### config.mk
export PLATFORM = sky130hd
export DESIGN_NAME = servant_wb_loader
export DESIGN_NICKNAME = d
export VERILOG_FILES = /design/src/rtl/servant_loader_pkg.sv /design/src/rtl/servant_wb_loader.sv
export SDC_FILE = /design/constraint.sdc
export NUM_CORES = 1
export LEC_CHECK = 0
export CORE_MARGIN = 2
export CORE_UTILIZATION = 49
export CTS_CLUSTER_DIAMETER = 150
export DETAILED_ROUTE_END_ITERATION = 7
export GPL_TIMING_DRIVEN = 0
export HOLD_SLACK_MARGIN = 0.15
export PLACE_DENSITY = 0.78
export SYNTH_ARGS = -nofsm -noshare
export SYNTH_HDL_FRONTEND = slang
export SYNTH_SLANG_ARGS = --single-unit
### constraint.sdc
create_clock -name i_wb_clk -period 2.9 [get_ports i_wb_clk]
set_clock_uncertainty 0.15 [all_clocks]
set_input_delay 0.58 -clock i_wb_clk [delete_from_list [all_inputs] [get_ports i_wb_clk]]
set_output_delay 0.58 -clock i_wb_clk [all_outputs]
set_load 0.05 [all_outputs]
### src/rtl/servant_loader_pkg.sv
// Shared types and constants for the servant Wishbone boot loader.
package servant_loader_pkg;

  typedef enum logic [1:0] {
    COLLECT = 2'd0,
    WRITE   = 2'd1,
    DONE    = 2'd2
  } state_e;

  localparam logic [3:0] SEL_B0   = 4'b0001;
  localparam logic [3:0] SEL_B01  = 4'b0011;
  localparam logic [3:0] SEL_B012 = 4'b0111;
  localparam logic [3:0] SEL_ALL  = 4'b1111;

  // Lane mask for a word holding k packed bytes (k = 1..4).
  function automatic logic [3:0] lane_mask(input logic [2:0] k);
    case (k)
      3'd1:    lane_mask = SEL_B0;
      3'd2:    lane_mask = SEL_B01;
      3'd3:    lane_mask = SEL_B012;
      3'd4:    lane_mask = SEL_ALL;
      default: lane_mask = 4'b0000;
    endcase
  endfunction

endpackage

### src/rtl/servant_wb_loader.sv
// Byte-stream boot loader: packs bytes little-endian into words and writes them
// from word 0 upward over Wishbone classic, holding the CPU in reset until done.
module servant_wb_loader
  import servant_loader_pkg::*;
#(
  parameter int depth = 256,
  parameter int aw    = $clog2(depth)
) (
  input  logic          i_wb_clk,
  input  logic          i_wb_rst_n,
  input  logic [7:0]    i_dat,
  input  logic          i_vld,
  output logic          o_rdy,
  input  logic          i_flush,
  output logic [aw-1:2] o_wb_adr,
  output logic [31:0]   o_wb_dat,
  output logic [3:0]    o_wb_sel,
  output logic          o_wb_we,
  output logic          o_wb_cyc,
  input  logic          i_wb_ack,
  output logic          o_done,
  output logic          o_cpu_rst
);

  state_e        state_q;
  logic          run_q;
  logic [2:0]    k_q, k_d;
  logic [31:0]   dat_q, dat_d;
  logic [3:0]    sel_q;
  logic [aw-3:0] adr_q;
  logic          cyc_q, we_q, done_q, pend_q;
  logic          acc, flush_ok;

  // run_q keeps o_rdy low until the first edge after reset release.
  assign o_rdy    = run_q && (state_q == COLLECT);
  assign acc      = o_rdy && i_vld;
  assign flush_ok = o_rdy && i_flush;

  always_comb begin
    dat_d = dat_q;
    k_d   = k_q;
    if (acc) begin
      dat_d[{k_q[1:0], 3'b000} +: 8] = i_dat;
      k_d = k_q + 3'd1;
    end
  end

  always_ff @(posedge i_wb_clk or negedge i_wb_rst_n) begin
    if (!i_wb_rst_n) begin
      state_q <= COLLECT;
      run_q   <= 1'b0;
      k_q     <= '0;
      dat_q   <= '0;
      sel_q   <= '0;
      adr_q   <= '0;
      cyc_q   <= 1'b0;
      we_q    <= 1'b0;
      done_q  <= 1'b0;
      pend_q  <= 1'b0;
    end else begin
      run_q <= 1'b1;
      case (state_q)
        COLLECT: begin
          dat_q <= dat_d;
          k_q   <= k_d;
          // A flush arriving with the 4th byte still lets the full word go out first.
          if (k_d == 3'd4) begin
            sel_q   <= SEL_ALL;
            cyc_q   <= 1'b1;
            we_q    <= 1'b1;
            pend_q  <= flush_ok;
            state_q <= WRITE;
          end else if (flush_ok) begin
            if (k_d == 3'd0) begin
              done_q  <= 1'b1;
              state_q <= DONE;
            end else begin
              sel_q   <= lane_mask(k_d);
              cyc_q   <= 1'b1;
              we_q    <= 1'b1;
              pend_q  <= 1'b1;
              state_q <= WRITE;
            end
          end
        end
        WRITE: begin
          if (i_wb_ack) begin
            cyc_q <= 1'b0;
            we_q  <= 1'b0;
            k_q   <= '0;
            dat_q <= '0;
            sel_q <= '0;
            if (pend_q || (adr_q == '1)) begin
              done_q  <= 1'b1;
              state_q <= DONE;
            end else begin
              adr_q   <= adr_q + 1'b1;
              state_q <= COLLECT;
            end
          end
        end
        DONE: begin
          state_q <= DONE;
        end
        default: state_q <= COLLECT;
      endcase
    end
  end

  assign o_wb_adr  = adr_q;
  assign o_wb_dat  = dat_q;
  assign o_wb_sel  = sel_q;
  assign o_wb_we   = we_q;
  assign o_wb_cyc  = cyc_q;
  assign o_done    = done_q;
  assign o_cpu_rst = ~done_q;

endmodule

==> results of run 1 <==
placed cells by master, fill, tap and decap left out, types with 2 or more instances in the layout:
| cell | netlist | routed |
|---|---|---|
| and3_1 | 5 | 5 |
| o21ai_0 | 2 | 2 |
| a21o_1 | 2 | 2 |
| nand2_1 | 30 | 30 |
| o22ai_1 | 4 | 4 |
| and3b_1 | 2 | 2 |
| inv_1 | 23 | 23 |
| mux2_1 | 2 | 2 |
| clkdlybuf4s50_1 | 0 | 57 |
| a31o_1 | 2 | 2 |
| a22o_1 | 7 | 7 |
| nor2b_1 | 4 | 4 |
| buf_2 | 4 | 5 |
| a32o_1 | 2 | 2 |
| and2_1 | 2 | 2 |
| clkbuf_1 | 8 | 8 |
| nand4_1 | 4 | 4 |
| a21oi_1 | 8 | 8 |
| xnor2_1 | 5 | 5 |
| o21ai_1 | 29 | 29 |
| nor3_1 | 2 | 2 |
| nor2_1 | 10 | 10 |
| dfrtp_1 | 51 | 51 |
| ha_1 | 5 | 5 |
| nand3_1 | 19 | 19 |
| clkbuf_8 | 0 | 6 |
repair_timing:
item,CTS,global route
hold buffers,1,0
hold endpoints to repair,16,0
endpoints found under the setup margin,1,0
gates resized for setup,1,0
buffers inserted,0,0
area by class of cell:
cell class              count  area (sq um)  area share [%]
flip-flops and latches     51          1276           39.20
multi-input cells         168          1035           31.78
repair buffers             61         614.3           18.87
inverters                  23         86.33           2.652
well taps                  67         83.83           2.575
clock buffers               6         82.58           2.537
plain buffers              14         68.82           2.114
clock inverters             1         8.758          0.2690
flip-flops by register name (all words and copies together), names as in the netlist:
signal    count
k_q           3
o_done        1
o_wb_adr      6
o_wb_dat     32
o_wb_sel      4
o_wb_we       1
pend_q        1
run_q         1
state_q       2
stage by stage:
step | power (mW) | hold slack [ns] | cells | setup TNS (ns)
after floorplan | 2.321 | 0.1344 | 256 | 0
after global placement | 2.831 | 0.3151 | 382 | -18.38
after detailed placement | 2.872 | 0.3216 | 383 | 0
after CTS | 3.300 | 0.3426 | 391 | 0
after global routing | 3.502 | 0.3718 | 391 | 0
final | 3.290 | 0.3369 | 391 | 0
routing by layer:
layer	track usage (%)	routed length (microns)	up-vias
met3	4.953	285	9
met1	30.98	2641	963
met5	0	0	-
li1	-	-	1014
met2	35.38	2668	55
met4	6.349	76	0
report_power, final:
| group | internal (mW) | leakage [nW] | switching [mW] |
|---|---|---|---|
| Combinational | 0.638 | 0.663 | 1.21 |
| Clock | 0.192 | 0.0477 | 0.229 |
| Sequential | 0.898 | 0.676 | 0.127 |
| Total | 1.73 | 1.39 | 1.56 |
cell families (layout without fill, tap and decap cells):
group | Yosys count | in the layout | share of synthesized area (%)
and+or+nand+nor | 88 | 88 | 18.42
xor gates and xnor gates | 6 | 6 | 2.131
DFF | 51 | 51 | 51.75
adders and majority gates | 5 | 5 | 2.537
muxes | 4 | 4 | 1.877
buffers and inverters | 37 | 105 | 6.291
other | 1 | 1 | 0.1521
AOI/OAI and AO/OA | 64 | 64 | 16.85
critical path, cell delays in order, from the launching register on:
cell and delay (ns):
dfrtp_1 0.41, clkbuf_1 0.23, nor2_1 0.34, and2_1 0.17, dlygate4sd2_1 0.52
worst paths after layout:
| path | to | from | cells after the start | slack (ns) |
|---|---|---|---|---|
| worst max-delay path | o_rdy | state_q[1] | 4 | 0.19 |
| worst min-delay path | o_done | o_done | 1 | 0.34 |
| worst max register to register | state_q[1] | k_q[0] | 8 | 0.20 |
| worst min register to register | o_done | o_done | 1 | 0.34 |
| max in group asynchronous | o_wb_dat[3] | i_wb_rst_n | 3 | 1.49 |
| min in group asynchronous | o_wb_adr[4] | i_wb_rst_n | 2 | 0.59 |
==> impl_metrics.env, run 1 <==
export IMPL_post_route_period_util_pct=93.33
export IMPL_yosys_top_cells_count="dfrtp_1 (51), nand2_1 (30), o21ai_1 (29), inv_1 (23), nand3_1 (19)"
export IMPL_dieArea_sq_um=5616
export IMPL_grt_pass1_vias=2030
export IMPL_first_pass_iters=4
export IMPL_path_clk_slew_ns=0.09
export IMPL_antenna_found_initial=0
export IMPL_yosysSeqAreaShare_pct=51.75
export IMPL_synth_area_leaders="dfrtp_1 (52%), o21ai_1 (5.9%), nand2_1 (4.6%)"
export IMPL_cap_viol_max_count=0
export IMPL_cts_tree="built"
export IMPL_critPathMaxFanout=10
export IMPL_cp_start_kind="register"
export IMPL_p_leak_nw=1.387
export IMPL_ys_warn_count=0
export IMPL_min_path_type="register to register"
export IMPL_die_h_microns=74.94
export IMPL_start_util_pct=51.53
export IMPL_syn_cell_area_sq_um=2466
export IMPL_n_antenna_cell=0
export IMPL_post_route_util_pct=68.03
export IMPL_clock_fmax_mhz=369.5
export IMPL_syn_inst=256
export IMPL_grt_pass1_wl_microns=9618
export IMPL_ir_worst_vdd_v=0.0005206
export IMPL_overflow=0
export IMPL_cts_buffers=5
export IMPL_portBuffers=59
export IMPL_dp_worst_setup_slack_ns=0.2220
export IMPL_num_rows=25
export IMPL_syn_avg_cell_area_sq_um=9.633
export IMPL_nets=342
export IMPL_crit_path_end_kind="primary output"
export IMPL_grt_max_degree=36
export IMPL_drive_above_1_share_pct=7.099
export IMPL_vias=2041
export IMPL_nFillCells=389
export IMPL_synthFlopType="dfrtp_1"
export IMPL_ys_ff_latch=51
export IMPL_syn_to_final_growth_pct=32.01
export IMPL_cts_root_buffer="clkbuf_8"
export IMPL_vias_per_cell=5.220
export IMPL_min_period_ns=2.707
export IMPL_path_class="register to primary output"
export IMPL_status="completed"
export IMPL_clock_latency_ns=0.30
export IMPL_finalSetupViolations=0
export IMPL_htreeDepth=2
export IMPL_synth_top_cell_area_share_pct=51.75
export IMPL_die_w_microns=74.94
export IMPL_syn_nets=274
export IMPL_cts_sinks=51
export IMPL_yosysTopAreaCell="dfrtp_1"
export IMPL_worst_pin_slew_ns=0.5367
export IMPL_ys_async_sr_fraction_pct=100.0
export IMPL_yosysMostFrequentCell="dfrtp_1"
export IMPL_synth_edf_count=0
export IMPL_p_per_area_nw_per_um2=1011
export IMPL_final_max_slew_viol_count=0
export IMPL_initialDrtViolationCount=106
export IMPL_synth_cell_types=48
export IMPL_grt_use_total_pct=22.30
export IMPL_dp_hpwl_microns=4255
export IMPL_dpl_instance_area_sq_um=3156
export IMPL_cp_arrival_ns=1.98
export IMPL_finalHoldViolCount=0
export IMPL_pin_count=60
export IMPL_post_drt_wl_per_cell_microns=14.50
export IMPL_ant_nets=0
export IMPL_relSlewSlack_pct=64.11
export IMPL_cts_buffer_depth=2
export IMPL_route_final_wire_length_microns=5671
export IMPL_gp_congestion=0.8777
export IMPL_fin_ws_ns=0.1933
export IMPL_post_route_cell_area_sq_um=3256
export IMPL_cp_required_ns=2.17
export IMPL_drcViolationCount=0
export IMPL_core_sq_um=4786
export IMPL_grt_setup_unrepaired="false"
(Power assumes the default switching activity.)
==> inputs of run 2 (changes only) <==
- CTS_CLUSTER_SIZE: unset -> 25
- PLACE_DENSITY: 0.78 -> 0.79
==> impl_metrics.env, run 2 (synthesized netlist as in run 1, its figures left out) <==
export IMPL_path_clk_slew_ns=0.09
export IMPL_nFillCells=402
export IMPL_dp_hpwl_microns=4041
export IMPL_post_route_period_util_pct=92.28
export IMPL_dpl_instance_area_sq_um=3156
export IMPL_cts_root_buffer="clkbuf_8"
export IMPL_grt_max_degree=38
export IMPL_n_antenna_cell=0
export IMPL_timing_rr_start="k_q[0]"
export IMPL_ant_nets=0
export IMPL_pin_count=60
export IMPL_drcViolationCount=0
export IMPL_post_route_cell_area_sq_um=3259
export IMPL_cp_required_ns=2.17
export IMPL_worst_pin_slew_ns=0.5402
export IMPL_final_common_cell="clkdlybuf4s50_1"
export IMPL_vias_per_cell=5.235
export IMPL_final_max_slew_viol_count=0
export IMPL_relSlewSlack_pct=63.87
export IMPL_ir_worst_vdd_v=0.0005333
export IMPL_drive_above_1_share_pct=7.077
export IMPL_dp_worst_setup_slack_ns=0.2208
export IMPL_cts_tree="built"
export IMPL_cts_setup_buffers=0
export IMPL_overflow=0
export IMPL_clock_latency_ns=0.30
export IMPL_crit_path_end_kind="primary output"
export IMPL_gp_congestion=0.8774
export IMPL_cp_start_kind="register"
export IMPL_htreeDepth=2
export IMPL_cts_buffers=5
export IMPL_crit_start="state_q[1]"
export IMPL_syn_to_final_growth_pct=32.17
export IMPL_num_rows=25
export IMPL_timing_rr_end="state_q[1]"
export IMPL_cp_arrival_ns=1.95
export IMPL_status="completed"
export IMPL_layout_common_cells="clkdlybuf4s50_1 (57), dfrtp_1 (51), nand2_1 (30), o21ai_1 (29), inv_1 (23)"
export IMPL_fin_ws_ns=0.2239
export IMPL_clock_fmax_mhz=373.7
export IMPL_regToRegSetupSlack_ns=0.24
export IMPL_min_period_ns=2.676
export IMPL_cts_sinks=51
export IMPL_finalSetupViolations=0
export IMPL_antenna_found_initial=0
export IMPL_largest_reg_flops=32
export IMPL_route_final_wire_length_microns=5442
export IMPL_grt_use_total_pct=21.05
export IMPL_dieArea_sq_um=5616
export IMPL_start_util_pct=51.53
export IMPL_regArea_sq_um=1276
export IMPL_cts_buffer_depth=2
export IMPL_finalHoldViolCount=0
export IMPL_hold_path_depth=1
export IMPL_die_h_microns=74.94
export IMPL_portBuffers=59
export IMPL_cap_viol_max_count=0
export IMPL_die_w_microns=74.94
export IMPL_critPathMaxFanout=10
export IMPL_min_path_type="register to register"
export IMPL_core_sq_um=4786
export IMPL_initialDrtViolationCount=116
export IMPL_nets=342
export IMPL_p_per_area_nw_per_um2=1008
export IMPL_path_class="register to primary output"
export IMPL_rr_worst_depth=8
export IMPL_grt_setup_unrepaired="false"
export IMPL_multi_input_area_sq_um=1035
export IMPL_post_drt_wl_per_cell_microns=13.88
export IMPL_endpoint="o_rdy"
export IMPL_grt_pass1_vias=1892
export IMPL_vias=2052
export IMPL_first_pass_iters=4
export IMPL_p_leak_nw=1.388
export IMPL_grt_pass1_wl_microns=9025
## run 2: changes by cell type in the layout (fill, tap and decap cells not counted), sizes merged
cell    before  now
clkbuf      14   15
inv         24   23
clkinv       0    1
## run 2: worst min-delay path by stage
| stage | startpoint | endpoint | slack [ns] |
|---|---|---|---|
| after floorplan | i_wb_rst_n | k_q[0] | 0.13 |
| after global routing | o_done | o_done | 0.36 |
| after detailed placement | o_done | o_done | 0.33 |
| after CTS | o_done | o_done | 0.34 |
| final | o_done | o_done | 0.33 |
| after global placement | o_done | o_done | 0.32 |
## run 2: repair_timing
| action | CTS | global route |
|---|---|---|
| endpoints found under the setup margin | 1 | 0 |
| gates resized for setup | 1 | 0 |
| hold endpoints to repair | 14 | 0 |
| hold buffers | 1 | 0 |
## run 2: final cells by class
cell class,count,area share (%)
Buffer,14,2.111
Sequential cell,51,39.16
Tap cell,67,2.572
Clock buffer,7,2.649
Multi-Input combinational cell,168,31.75
Timing Repair Buffer,61,18.85
Clock inverter,1,0.2687
Inverter,23,2.649
## run 2: routing by layer
metal / share of wire (%) / up-vias / wire length [microns] / GRT usage, %
li1: - / 1016 / - / -
met1: 46 / 967 / 2511 / 31.18
met2: 47 / 61 / 2558 / 31.38
met3: 5.5 / 8 / 298 / 4.150
met4: 1.4 / 0 / 74 / 6.548
met5: 0 / - / 0 / 0
## run 2: stage by stage
| step | std cells | total power [mW] | hold slack (ns) | utilization (%) | TNS [ns] |
|---|---|---|---|---|---|
| after global placement | 382 | 2.828 | 0.3156 | 65.62 | -16.94 |
| final | 392 | 3.285 | 0.3341 | 68.10 | 0 |
| after detailed placement | 383 | 2.861 | 0.3251 | 65.93 | 0 |
| after floorplan | 256 | 2.321 | 0.1344 | - | 0 |
| after global routing | 392 | 3.484 | 0.3592 | 68.10 | 0 |
| after CTS | 392 | 3.291 | 0.3429 | 68.10 | 0 |
## run 2: where the power goes
part           total [mW]  leakage (nW)  internal (mW)  switching, mW
clock network       0.425        0.0484          0.196          0.230
registers            1.03         0.676          0.898          0.129
logic                1.83         0.663          0.638           1.20
total                3.29          1.39           1.73           1.55
## run 2: critical path, stage by stage (launching register included)
cell	delay (ns)
dfrtp_1	0.41
clkbuf_1	0.24
nor2_1	0.30
and2_1	0.17
dlygate4sd2_1	0.52
==> inputs of run 3 (changes only) <==
- SLEW_MARGIN: unset -> 20
==> impl_metrics.env, run 3 (synthesized netlist as in run 1, its figures left out) <==
export IMPL_p_per_area_nw_per_um2=1008
export IMPL_p_sw_mw=1.553
export IMPL_cts_hold_buf=0
export IMPL_status="completed"
export IMPL_grt_setup_unrepaired="false"
export IMPL_crit_family="buffers and inverters"
export IMPL_min_path_type="input port to async pin"
export IMPL_dieArea_sq_um=5616
export IMPL_crit_path_cell_trace="clkbuf_1 > nor2_1 > and2_1 > dlygate4sd2_1"
export IMPL_gp_congestion=0.8774
export IMPL_grt_use_total_pct=20.97
export IMPL_critPathMaxFanout=10
export IMPL_cts_tree="built"
export IMPL_critical_path_max_stage_delay_ns=0.52
export IMPL_cp_required_ns=2.17
export IMPL_grt_max_degree=32
export IMPL_cp_start_kind="register"
export IMPL_htreeDepth=2
export IMPL_combPwrFrac_pct=55.9
export IMPL_start_util_pct=51.53
export IMPL_die_h_microns=74.94
export IMPL_min_period_ns=2.683
export IMPL_relSlewSlack_pct=52.85
export IMPL_core_sq_um=4786
export IMPL_vias_per_cell=5.238
export IMPL_dp_hpwl_microns=4128
export IMPL_finalHoldViolCount=0
export IMPL_path_class="register to primary output"
export IMPL_final_common_cell="clkdlybuf4s50_1"
export IMPL_worst_pin_slew_ns=0.7072
export IMPL_first_pass_iters=4
export IMPL_nFillCells=412
export IMPL_cpMaxStageDelayCell="dlygate4sd2_1"
export IMPL_cp_arrival_ns=1.95
export IMPL_clock_fmax_mhz=372.8
export IMPL_clock_power_share_pct=12.8
export IMPL_ant_nets=0
export IMPL_largest_reg_flops=32
export IMPL_crit_path_end_kind="primary output"
export IMPL_p_int_mw=1.732
export IMPL_finalSetupViolations=0
export IMPL_syn_to_final_growth_pct=32.06
export IMPL_holdWs_ns=0.1758
export IMPL_cts_sinks=51
export IMPL_cts_buffers=5
export IMPL_stdcell_count=391
export IMPL_drcViolationCount=0
export IMPL_path_clk_slew_ns=0.09
export IMPL_vias=2048
export IMPL_overflow=0
export IMPL_antenna_found_initial=0
export IMPL_post_route_period_util_pct=92.51
export IMPL_grt_pass1_wl_microns=8990
export IMPL_die_w_microns=74.94
export IMPL_grt_pass1_vias=1887
export IMPL_cts_buffer_depth=2
export IMPL_pin_count=60
export IMPL_totalPowerFinal_mw=3.285
export IMPL_nets=341
export IMPL_crit_buf_inv=2
export IMPL_route_final_wire_length_microns=5450
export IMPL_final_max_slew_viol_count=0
export IMPL_post_route_util_pct=68.05
export IMPL_post_drt_wl_per_cell_microns=13.94
export IMPL_seq_power_share_pct=31.3
export IMPL_portBuffers=59
export IMPL_drive_above_1_share_pct=7.099
export IMPL_num_rows=25
export IMPL_ir_worst_vdd_v=0.0005710
export IMPL_numPlacedInstances=383
export IMPL_p_leak_nw=1.387
export IMPL_cap_viol_max_count=0
export IMPL_clock_latency_ns=0.30
export IMPL_sw_frac_of_total_pct=47.28
export IMPL_initialDrtViolationCount=97
export IMPL_layout_common_cells="clkdlybuf4s50_1 (57), dfrtp_1 (51), nand2_1 (30), o21ai_1 (29), inv_1 (23)"
export IMPL_cts_root_buffer="clkbuf_8"
export IMPL_n_antenna_cell=0
## run 3: final cells by class
class,count,area (sq um),area share (%)
multi-input cells,168,1035,31.77
clock inverters,1,8.758,0.2689
clock buffers,7,86.33,2.651
well taps,67,83.83,2.574
inverters,23,86.33,2.651
plain buffers,14,68.82,2.113
repair buffers,60,611.8,18.79
flip-flops and latches,51,1276,39.19
## run 3: timing repair
action,in CTS,in global routing
gates resized for setup,1,0
endpoints found under the setup margin,1,0
setup buffers,0,0
## run 3: layer usage
metal / GRT usage [%] / vias up / wire length, microns
li1: - / 1017 / -
met1: 30.14 / 970 / 2506
met2: 32.85 / 56 / 2640
met3: 3.882 / 5 / 261
met4: 5.754 / 0 / 41
met5: 0 / - / 0
## run 3: per-stage QoR
step / setup WS [ns] / TNS (ns) / area [sq um]
detailed placement: 0.2094 / 0 / 3163
CTS: 0.2186 / 0 / 3257
global route: 0.03822 / 0 / 3257
finish: 0.2173 / 0 / 3257
floorplan: 0.6349 / 0 / 2466
global placement: -0.3347 / -16.94 / 3141
## run 3: worst paths after layout
path	start	endpoint	slack (ns)	cells past startpoint
worst max-delay path	state_q[1]	o_rdy	0.22	4
worst min-delay path	i_wb_rst_n	state_q[1]	0.18	1
worst max register to register	k_q[0]	state_q[1]	0.23	8
worst min register to register	o_done	o_done	0.34	1
max in group asynchronous	i_wb_rst_n	o_wb_dat[22]	1.88	2
min in group i_wb_clk	o_done	o_done	0.34	1
## run 3: power groups by stage
stage / clock (mW) / sequential (mW) / combinational (mW)
CTS: 0.427 / 1.03 / 1.83
finish: 0.420 / 1.03 / 1.84
floorplan: 0 / 1.53 / 0.795
detailed placement: 0 / 1.04 / 1.82
global placement: 0 / 1.03 / 1.79
global route: 0.451 / 1.05 / 1.99
## run 3: worst reg2reg max path: stages (launching register included)
cell	delay, ns
dfrtp_1	0.39
clkbuf_1	0.29
inv_1	0.17
ha_1	0.43
and2b_1	0.25
mux2i_2	0.28
a21oi_2	0.11
nor3_2	0.29
and3b_1	0.21
